`config.mk`:
```
export PLATFORM = sky130hd
export DESIGN_NAME = mcp3008_spi_responder
export DESIGN_NICKNAME = d
export VERILOG_FILES = /design/src/rtl/mcp3008_pkg.sv /design/src/rtl/spi_sync_edge.sv /design/src/rtl/mcp3008_spi_responder.sv
export SDC_FILE = /design/constraint.sdc
export NUM_CORES = 1
export LEC_CHECK = 0
export ABC_AREA = 1
export BUFFER_PORTS_ARGS = -buffer_cell sky130_fd_sc_hd__buf_2
export CELL_PAD_IN_SITES_DETAIL_PLACEMENT = 1
export CELL_PAD_IN_SITES_GLOBAL_PLACEMENT = 2
export CORE_MARGIN = 4
export CORE_UTILIZATION = 34
export DETAILED_ROUTE_END_ITERATION = 8
export PLACE_DENSITY = 0.89
export SETUP_SLACK_MARGIN = 0.1
export SYNTH_ARGS = -nofsm -noshare
export SYNTH_HDL_FRONTEND = slang
export SYNTH_HIERARCHICAL = 1
export SYNTH_SLANG_ARGS = --single-unit
```
`constraint.sdc`:
```
create_clock -name clk -period 3.6 [get_ports clk]
set_input_delay 0.36 -clock clk [delete_from_list [all_inputs] [get_ports clk]]
set_output_delay 0.36 -clock clk [all_outputs]
set_load 0.02 [all_outputs]
```
`src/rtl/mcp3008_pkg.sv`:
```
// Shared types and constants for the MCP3008 SPI responder.
package mcp3008_pkg;

  localparam int CMD_BITS  = 4;
  localparam int DATA_BITS = 10;
  localparam int NUM_CH    = 8;
  localparam int ADC_W     = 10;

  typedef enum logic [2:0] {
    IDLE,
    WAIT_START,
    CMD,
    SAMPLE,
    NULL,
    DATA,
    DONE
  } state_t;

  // Pseudo-differential result: IN+ minus IN-, clamped at zero when IN- is larger.
  function automatic logic [ADC_W-1:0] diff_clamp(input logic [ADC_W-1:0] in_p,
                                                  input logic [ADC_W-1:0] in_n);
    logic [ADC_W:0] d;
    d = {1'b0, in_p} - {1'b0, in_n};
    return d[ADC_W] ? '0 : d[ADC_W-1:0];
  endfunction

endpackage

```
`src/rtl/spi_sync_edge.sv`:
```
// Multi-stage synchroniser for the asynchronous SPI pins plus edge detection
// on the synchronised sclk and cs_n.
module spi_sync_edge #(
  parameter int SYNC_STAGES = 2
) (
  input  logic clk,
  input  logic rst,
  input  logic sclk_in,
  input  logic cs_n_in,
  input  logic mosi_in,
  output logic sclk,
  output logic cs_n,
  output logic mosi,
  output logic sclk_rise,
  output logic sclk_fall,
  output logic cs_fall,
  output logic cs_rise
);

  logic [SYNC_STAGES-1:0] sclk_q, sclk_d;
  logic [SYNC_STAGES-1:0] cs_q, cs_d;
  logic [SYNC_STAGES-1:0] mosi_q, mosi_d;
  logic                   sclk_prev_q, sclk_prev_d;
  logic                   cs_prev_q, cs_prev_d;

  // Shift each pin one stage deeper per clock; remember last synchronised level.
  always_comb begin
    sclk_d      = {sclk_q[SYNC_STAGES-2:0], sclk_in};
    cs_d        = {cs_q[SYNC_STAGES-2:0], cs_n_in};
    mosi_d      = {mosi_q[SYNC_STAGES-2:0], mosi_in};
    sclk_prev_d = sclk_q[SYNC_STAGES-1];
    cs_prev_d   = cs_q[SYNC_STAGES-1];
  end

  // Synchroniser registers; cs_n idles high and sclk low out of reset.
  always_ff @(posedge clk) begin
    if (rst) begin
      sclk_q      <= '0;
      cs_q        <= '1;
      mosi_q      <= '0;
      sclk_prev_q <= 1'b0;
      cs_prev_q   <= 1'b1;
    end else begin
      sclk_q      <= sclk_d;
      cs_q        <= cs_d;
      mosi_q      <= mosi_d;
      sclk_prev_q <= sclk_prev_d;
      cs_prev_q   <= cs_prev_d;
    end
  end

  assign sclk      = sclk_q[SYNC_STAGES-1];
  assign cs_n      = cs_q[SYNC_STAGES-1];
  assign mosi      = mosi_q[SYNC_STAGES-1];
  assign sclk_rise = sclk & ~sclk_prev_q;
  assign sclk_fall = ~sclk & sclk_prev_q;
  assign cs_fall   = ~cs_n & cs_prev_q;
  assign cs_rise   = cs_n & ~cs_prev_q;

endmodule

```
`src/rtl/mcp3008_spi_responder.sv`:
```
// MCP3008 emulator: decodes start/SGL/D2..D0 from MOSI and returns the null
// bit followed by a 10-bit value taken from a parallel-loaded channel bank.
module mcp3008_spi_responder
  import mcp3008_pkg::*;
#(
  parameter int               SYNC_STAGES = 2,
  parameter logic [ADC_W-1:0] RESET_VALUE = 10'h200
) (
  input  logic             clk,
  input  logic             rst,
  input  logic             spi_sclk,
  input  logic             spi_cs_n,
  input  logic             spi_mosi,
  output logic             spi_miso,
  output logic             spi_miso_oe,
  input  logic             wr_en,
  input  logic [2:0]       wr_addr,
  input  logic [ADC_W-1:0] wr_data,
  output logic             conv_valid,
  output logic [2:0]       conv_ch,
  output logic             conv_sgl,
  output logic [ADC_W-1:0] conv_data,
  output logic             abort
);

  localparam logic [3:0] CMD_LAST  = 4'(CMD_BITS - 1);
  localparam logic [3:0] DATA_LAST = 4'(DATA_BITS - 1);

  logic sclk_s, cs_n_s, mosi_s, sclk_rise, sclk_fall, cs_fall, cs_rise;
  logic unused_sclk_level;

  spi_sync_edge #(.SYNC_STAGES(SYNC_STAGES)) u_sync (
    .clk       (clk),
    .rst       (rst),
    .sclk_in   (spi_sclk),
    .cs_n_in   (spi_cs_n),
    .mosi_in   (spi_mosi),
    .sclk      (sclk_s),
    .cs_n      (cs_n_s),
    .mosi      (mosi_s),
    .sclk_rise (sclk_rise),
    .sclk_fall (sclk_fall),
    .cs_fall   (cs_fall),
    .cs_rise   (cs_rise)
  );

  // Only the edge pulses drive the protocol; the raw sclk level is not needed.
  assign unused_sclk_level = sclk_s;

  state_t           state_q, state_d;
  logic [3:0]       cnt_q, cnt_d;
  logic [3:0]       cmd_q, cmd_d;          // {SGL, D2, D1, D0}
  logic [ADC_W-1:0] shift_q, shift_d;
  logic             miso_q, miso_d;
  logic             oe_q, oe_d;
  logic             conv_valid_q, conv_valid_d;
  logic [2:0]       conv_ch_q, conv_ch_d;
  logic             conv_sgl_q, conv_sgl_d;
  logic [ADC_W-1:0] conv_data_q, conv_data_d;
  logic             abort_q, abort_d;
  logic [ADC_W-1:0] bank_q [NUM_CH];
  logic [ADC_W-1:0] bank_d [NUM_CH];
  logic [ADC_W-1:0] in_p, in_n, result;

  // Bank write port: a write lands on the next edge, after any same-cycle read.
  always_comb begin
    bank_d = bank_q;
    if (wr_en) bank_d[wr_addr] = wr_data;
  end

  // Result for the captured command: direct channel, or clamped pair difference.
  always_comb begin
    in_p   = bank_q[cmd_q[2:0]];
    in_n   = bank_q[{cmd_q[2:1], ~cmd_q[0]}];
    result = cmd_q[3] ? in_p : diff_clamp(in_p, in_n);
  end

  // Protocol FSM: next state and registered outputs; deselect overrides everything.
  always_comb begin
    state_d      = state_q;
    cnt_d        = cnt_q;
    cmd_d        = cmd_q;
    shift_d      = shift_q;
    miso_d       = miso_q;
    oe_d         = oe_q;
    conv_valid_d = 1'b0;
    conv_ch_d    = conv_ch_q;
    conv_sgl_d   = conv_sgl_q;
    conv_data_d  = conv_data_q;
    abort_d      = 1'b0;
    if (cs_n_s) begin
      state_d = IDLE;
      oe_d    = 1'b0;
      miso_d  = 1'b0;
      // Only a deselect after the command but before B0 went out is an abort.
      abort_d = cs_rise && (state_q inside {SAMPLE, NULL, DATA});
    end else begin
      case (state_q)
        IDLE: if (cs_fall) state_d = WAIT_START;
        WAIT_START: begin
          if (sclk_rise && mosi_s) begin
            state_d = CMD;
            cnt_d   = '0;
          end
        end
        CMD: begin
          if (sclk_rise) begin
            cmd_d = {cmd_q[2:0], mosi_s};
            cnt_d = cnt_q + 4'd1;
            if (cnt_q == CMD_LAST) state_d = SAMPLE;
          end
        end
        SAMPLE: begin
          if (sclk_fall) begin
            conv_valid_d = 1'b1;
            conv_ch_d    = cmd_q[2:0];
            conv_sgl_d   = cmd_q[3];
            conv_data_d  = result;
            shift_d      = result;
            state_d      = NULL;
          end
        end
        NULL: begin
          // The rising edge in between is skipped simply by waiting for a fall.
          if (sclk_fall) begin
            miso_d  = 1'b0;
            oe_d    = 1'b1;
            cnt_d   = '0;
            state_d = DATA;
          end
        end
        DATA: begin
          if (sclk_fall) begin
            miso_d  = shift_q[ADC_W-1];
            shift_d = {shift_q[ADC_W-2:0], 1'b0};
            cnt_d   = cnt_q + 4'd1;
            if (cnt_q == DATA_LAST) state_d = DONE;
          end
        end
        DONE: if (sclk_fall) miso_d = 1'b0;
        default: state_d = IDLE;
      endcase
    end
  end

  // State, output and bank registers.
  always_ff @(posedge clk) begin
    if (rst) begin
      state_q      <= IDLE;
      cnt_q        <= '0;
      cmd_q        <= '0;
      shift_q      <= '0;
      miso_q       <= 1'b0;
      oe_q         <= 1'b0;
      conv_valid_q <= 1'b0;
      conv_ch_q    <= '0;
      conv_sgl_q   <= 1'b0;
      conv_data_q  <= '0;
      abort_q      <= 1'b0;
      for (int i = 0; i < NUM_CH; i++) bank_q[i] <= RESET_VALUE;
    end else begin
      state_q      <= state_d;
      cnt_q        <= cnt_d;
      cmd_q        <= cmd_d;
      shift_q      <= shift_d;
      miso_q       <= miso_d;
      oe_q         <= oe_d;
      conv_valid_q <= conv_valid_d;
      conv_ch_q    <= conv_ch_d;
      conv_sgl_q   <= conv_sgl_d;
      conv_data_q  <= conv_data_d;
      abort_q      <= abort_d;
      bank_q       <= bank_d;
    end
  end

  assign spi_miso    = miso_q;
  assign spi_miso_oe = oe_q;
  assign conv_valid  = conv_valid_q;
  assign conv_ch     = conv_ch_q;
  assign conv_sgl    = conv_sgl_q;
  assign conv_data   = conv_data_q;
  assign abort       = abort_q;

endmodule

```
# After elaboration in Yosys (flattened, before gate mapping)
# Index checks and enable logic that the tools add are counted.
op_classes:
  eq_ne: 17
  order_cmp: 4
  n_bitwise: 14
  n_addsub: 2
  n_reduce_logical: 19
  n_mux: 32
op_table:
  columns: ["operator", "count"]
  rows:
  - ["10-bit two-way mux", 9]
  - ["80-bit bitwise mux", 1]
  - ["10-bit binary-select mux with 3-bit select", 2]
  - ["10-bit demux with 3-bit select", 1]
  - ["3-bit two-way mux", 8]
  - ["3-bit case mux with 7 select lines", 1]
  - ["10-bit case mux with 2 select lines", 1]
  - ["4-bit two-way mux", 4]
  - ["4-bit case mux with 4 select lines", 1]
  - ["2-bit inequality test (second input constant)", 7]
  - ["4-bit >= comparator (second input constant)", 3]
  - ["3-bit inverter with 4-bit output", 3]
  - ["10-bit by 10-bit subtractor with 11-bit output", 1]
  - ["3-bit == test (second input constant)", 3]
  - ["3-bit AND reduction", 3]
  - ["9-bit AND reduction", 1]
  - ["1-bit inverter", 7]
  - ["3-bit by 2-bit == test with 1-bit output (second input constant)", 2]
  - ["6-bit AND reduction", 1]
  - ["2-bit OR reduction", 3]
  - ["4-bit by 1-bit adder with 4-bit output (second input constant)", 1]
  - ["1-bit bitwise AND", 4]
  - ["4-bit by 2-bit == test with 1-bit output (second input constant)", 1]
  - ["4-bit == test (second input constant)", 1]
  - ["other kinds (13)", 19]
word_totals:
  word_cells: 112
  input_bits: 19
  register_bits: 127
  output_inout_bits: 18

# Longest topological paths before layout
logic_depth:
  ltp_word: 10
  mapped_depth: 23
  ltp_nobuf: 20

# Cells and area by module
# The synthesis kept the hierarchy.
modules_own_cells:
  columns: ["module", "instances", "cells_per_inst", "area_per_inst_um2"]
  rows:
  - ["mcp3008_spi_responder", 1, 988, 6538.8]
  - ["spi_sync_edge", 1, 31, 246.5]

# Worst setup path after synthesis
# No wires, ideal clock.
synth_timing:
  kind: "flip-flop to flip-flop"
  from: "register cmd_q[1]"
  to: "register shift_q[8]"
  synth_period_minus_slack_ns: 2.649
  slack_ns: 0.951
  t_arrival_ns: 2.518
  required_time_ns: 3.469
  path_buffers: 3
  setup_time_ns: 0.131
  stages_incl_launch_ff: 18
  path_cell_list: "dfxtp_1 > buf_2 > clkbuf_1 > clkbuf_1 > o211ai_1 > nand3_1 > o21ai_0 > ha_1 > a21oi_1 > nand2_1 > nand2_1 > nand3_1 > nand2_1 > clkinv_1 > nand2_1 > nand3_1 > nand2_1 > a21oi_2"
synth_between:
  elab_chain_len: 9
  word_cells_on_any_way: 13
synth_lines:
  columns: ["item", "line", "text"]
  rows:
  - ["start: declaration", "mcp3008_spi_responder.sv:52", "logic [3:0] cmd_q, cmd_d;"]
  - ["start signal: assignment", "mcp3008_spi_responder.sv:164", "cmd_q <= cmd_d;"]
  - ["3-bit inverter with 4-bit output (on tied branches)", "mcp3008_spi_responder.sv:73, mcp3008_spi_responder.sv:74", null]
  - ["10-bit binary-select mux with 3-bit select (on tied branches)", "mcp3008_spi_responder.sv:73, mcp3008_spi_responder.sv:74", null]
  - ["10-bit two-way mux (on tied branches) (2 in series)", "mcp3008_spi_responder.sv:73, mcp3008_spi_responder.sv:74", null]
  - ["10-bit by 10-bit subtractor with 11-bit output", "mcp3008_pkg.sv:23", "d = {1'b0, in_p} - {1'b0, in_n};"]
  - ["10-bit two-way mux", "mcp3008_pkg.sv:24", "return d[ADC_W] ? '0 : d[ADC_W-1:0];"]
  - ["10-bit two-way mux (*)", "mcp3008_spi_responder.sv:75", "result = cmd_q[3] ? in_p : diff_clamp(in_p, in_n);"]
  - ["10-bit two-way mux (*)", "mcp3008_spi_responder.sv:114", "if (sclk_fall) begin"]
  - ["10-bit case mux with 2 select lines (*)", "mcp3008_spi_responder.sv:98", "case (state_q)"]
  - ["end signal: assignment", "mcp3008_spi_responder.sv:165", "shift_q <= shift_d;"]
  - ["end: declaration", "mcp3008_spi_responder.sv:53", "logic [ADC_W-1:0] shift_q, shift_d;"]
# Every way passes the cells marked *; elsewhere a longest branch is shown, timed or not. The select of a mux whose other input is x is not followed.
# A chain may end at the register's enable or synchronous reset.

# Worst setup path in the final report
layout_timing:
  from: "register cmd_q[0]"
  to: "register shift_q[3]"
layout_between:
  elab_chain_len: 10
  word_cells_on_any_way: 14
layout_lines:
  columns: ["item", "line", "text"]
  rows:
  - ["1-bit inverter", "mcp3008_spi_responder.sv:74", "in_n = bank_q[{cmd_q[2:1], ~cmd_q[0]}];"]
  - ["3-bit inverter with 4-bit output", "mcp3008_spi_responder.sv:74", null]
  - ["10-bit binary-select mux with 3-bit select", "mcp3008_spi_responder.sv:74", null]
  - ["10-bit two-way mux (implied by the code) (2 in series)", "mcp3008_spi_responder.sv:74", null]
  - ["10-bit by 10-bit subtractor with 11-bit output", "mcp3008_pkg.sv:23", null]
  - ["10-bit two-way mux", "mcp3008_pkg.sv:24", null]
  - ["10-bit two-way mux (*)", "mcp3008_spi_responder.sv:75", null]
  - ["10-bit two-way mux (*)", "mcp3008_spi_responder.sv:114", null]
  - ["10-bit case mux with 2 select lines (*)", "mcp3008_spi_responder.sv:98", null]
# Marked as above.

==> results_dict.tcl <==
set metrics [dict create \
    cts_tree "done" \
    synthMuxAreaShare 0 \
    n_antenna_cell 0 \
    fin_skew_ps 7.77 \
    p_seq_frac 0.408 \
    wl_um 22200 \
    post_cts_buffers 0 \
    synth_compound_area_frac 0.258 \
    postCtsResizedCells 0 \
    ys_seq_area_frac 0.375 \
    num_rows 51 \
    synth_xor_area_frac 0.00774 \
    worst_pin_slew_ps 796 \
    clkSinkCount 127 \
    finalWorstSetupSlack_ps 468 \
    power.switching_mw 0.924 \
    regArea_um2 2540 \
    grt_pass1_vias 6856 \
    arrival_ps 3420 \
    start_util 0.347 \
    htreeDepth 4 \
    nFillCells 2585 \
    clock_path_buffers 2 \
    crit_fanout 34 \
    criticalPathCategory "reg2reg" \
    finalSetupTns_ps 0 \
    synth_top_family_by_area "compound AO/OA/AOI/OAI gates" \
    path_clk_slew_ps 60 \
    fin_crit_ps 3130 \
    dr.pass1.iters 4 \
    cpMostUsedCell "nand2_1" \
    intPower_mw 2.65 \
    via_count 6836 \
    multiInputGateArea_um2 3510 \
    grt_pass1_wl_um 36300 \
    cp_slowest_stage_delay_ps 340 \
    p_per_area_nw_per_um2 458 \
    dpl.hpwl_um 15300 \
    final_cells 1315 \
    cts-buffers-inserted 17 \
    drt_iter0_drc 413 \
    min_period_over_period 0.870 \
    clk_latency_ps 420 \
    grt_setup_unrepaired "false" \
    grt_overflow 0 \
    cp_cell_sequence "inv_2, buf_12, o21ai_0, nand2_1, nor2_1, a31oi_1, ha_1, fa_1, inv_1, nand3_1, nand3_1, nand2_1, clkinv_1, nand2_1, nand3_1, nand2_1, a21oi_1" \
    core-area_um2 19500 \
    fp.dieW_um 149 \
    ys_seq_elements 127 \
    drc_errors 0 \
    grt_usage 0.206 \
    vdd.ir_drop.worst_mv 0.327 \
    antenna_left 0 \
    layout_common_cells "nand2_1, o21ai_0, nor2_1" \
    setup_viol 0 \
    syn-num-nets 1051 \
    hold_class "in2reg" \
    clock-root-buffer "clkbuf_16" \
    grt_max_degree 81 \
    drive_gt1_frac 0.102 \
    hold_viol_final 0 \
    place_inst 1283 \
    critical_path.startpoint_type "flip-flop" \
    total_leakage_power_nw 3.45 \
    status "finished clean" \
    wire_per_inst_um 16.9 \
    nets 1069 \
    endpoint_kind "flip-flop" \
    gp_congestion 0.866 \
    syn_to_final_growth_pct 15.1 \
    ys_warn_count 6 \
    async_reset_ff_frac 0 \
    swShare 0.258 \
    port_buffers 36 \
    ctsHoldBuffers 0 \
    report.final.slew_viol_count 0 \
    io_pins 37 \
    die_h_um 149 \
    fmax_ghz 0.319 \
    pwr-share-comb 0.093 \
    ys.flop_type "dfxtp_1" \
    synth_cells 1019 \
    die_area_um2 22300 \
    cap_viol_max_count 0 \
    drt-vias-per-instance 5.20 \
    place_ws_ps 532 \
    antenna_found_initial 0 \
    synthAdderAreaFrac 0.0251 \
    synth_edf_count 0 \
    syn_area_um2 6790 \
    crit_slowest_cell "dfxtp_2" \
    clkPwrFrac 0.499 \
    mostFrequentLayoutCell "nand2_1" \
    yosys.area_share.simple 0.227 \
    critical_path_buf_inv_count 4 \
    syn_area_per_cell_um2 6.66 \
    relSlewSlack 0.465 \
    worstPathRequired_ps 3890 \
    cp_top_family "buffers and inverters" \
    yosysUniqueCellTypes 36 \
]
## kinds of logic (layout without fill, tap and decap cells)
family	after synthesis	after routing
XOR/XNOR	6	6
adder cells (fa/ha/maj)	13	13
AND/OR/NAND/NOR	377	377
flip-flops	127	127
buffers and inverters	175	206
AO/OA/AOI/OAI	321	321
## per-layer routing
layer  vias to the layer above  track usage  share of wire
li1                       3403            -              -
met1                      3304        0.280           0.49
met2                        94        0.334           0.46
met3                        35       0.0362          0.032
met4                         0       0.0650          0.018
met5                         -            0              0
## metrics by stage
step / hold WS, ps / area [um2] / utilization / power [mW]
final: 122 / 7810 / 0.400 / 3.57
after detailed placement: 399 / 7210 / 0.369 / 1.82
after CTS: 110 / 7810 / 0.400 / 3.61
after global routing: 128 / 7810 / 0.400 / 3.73
after global placement: 391 / 7210 / 0.369 / 1.81
after floorplan: 386 / 6790 / - / 1.71
## final timing paths
| check | from | to | slack [ps] | cells after the start |
|---|---|---|---|---|
| setup / recovery | cmd_q[0]$_SDFFE_PP0P_ | shift_q[3]$_SDFFE_PP0P_ | 470 | 17 |
| hold / removal | spi_cs_n | u_sync/cs_q[0]$_SDFF_PP1_ | 120 | 3 |
| setup reg to reg | cmd_q[0]$_SDFFE_PP0P_ | shift_q[3]$_SDFFE_PP0P_ | 470 | 17 |
| hold reg to reg | u_sync/mosi_q[0]$_SDFF_PP0_ | u_sync/mosi_q[1]$_SDFF_PP0_ | 410 | 2 |
## cell usage after synthesis (all sizes together) (2+ instances only)
cell type	n	area [um2]
ha	12	150
nand4	2	12.5
nor2	145	564
xor2	3	26.3
inv	115	432
dfxtp	127	2540
nand2	174	653
a31oi	10	62.6
clkbuf	26	97.6
clkinv	2	7.51
nor3	5	47.5
o21a	8	60.1
nand3	47	235
a21oi	107	539
o21ai	155	779
buf	32	193
xnor2	3	26.3
o211ai	38	285
## area by class of cell
type                            instances  share of cell area
Tap cell                              265              0.0424
Clock buffer                           18              0.0562
Sequential cell                       127               0.326
Inverter                              117              0.0564
Timing Repair Buffer                   57              0.0481
Clock inverter                         14              0.0213
Multi-Input combinational cell        717               0.450
## state kept, by name, indices dropped and copies added, names as in the netlist
| name | flops |
|---|---|
| abort | 1 |
| shift_q | 10 |
| cnt_q | 4 |
| u_sync/sclk_prev_q | 1 |
| spi_miso_oe | 1 |
| u_sync/sclk_q | 2 |
| u_sync/cs_prev_q | 1 |
| state_q | 3 |
| conv_ch | 3 |
| conv_valid | 1 |
| u_sync/cs_q | 2 |
| cmd_q | 4 |
| spi_miso | 1 |
| conv_sgl | 1 |
| conv_data | 10 |
| u_sync/mosi_q | 2 |
| bank_q | 80 |
## worst register-to-register path, delay by kind of cell (launching register included)
| kind | cells | cell delay, ps |
|---|---|---|
| AND/OR/NAND/NOR | 8 | 720 |
| adder cells (fa/ha/maj) | 2 | 560 |
| AO/OA/AOI/OAI | 3 | 510 |
| buffers and inverters | 4 | 880 |
| flip-flops | 1 | 340 |
## power by group through the flow
stage / registers, mW / clock network (mW) / logic (mW)
final: 1.46 / 1.78 / 0.332
after floorplan: 1.48 / 0 / 0.224
after CTS: 1.46 / 1.81 / 0.333
after detailed placement: 1.49 / 0 / 0.328
after global placement: 1.49 / 0 / 0.322
after global routing: 1.46 / 1.89 / 0.380
(Power assumes the default switching activity.)
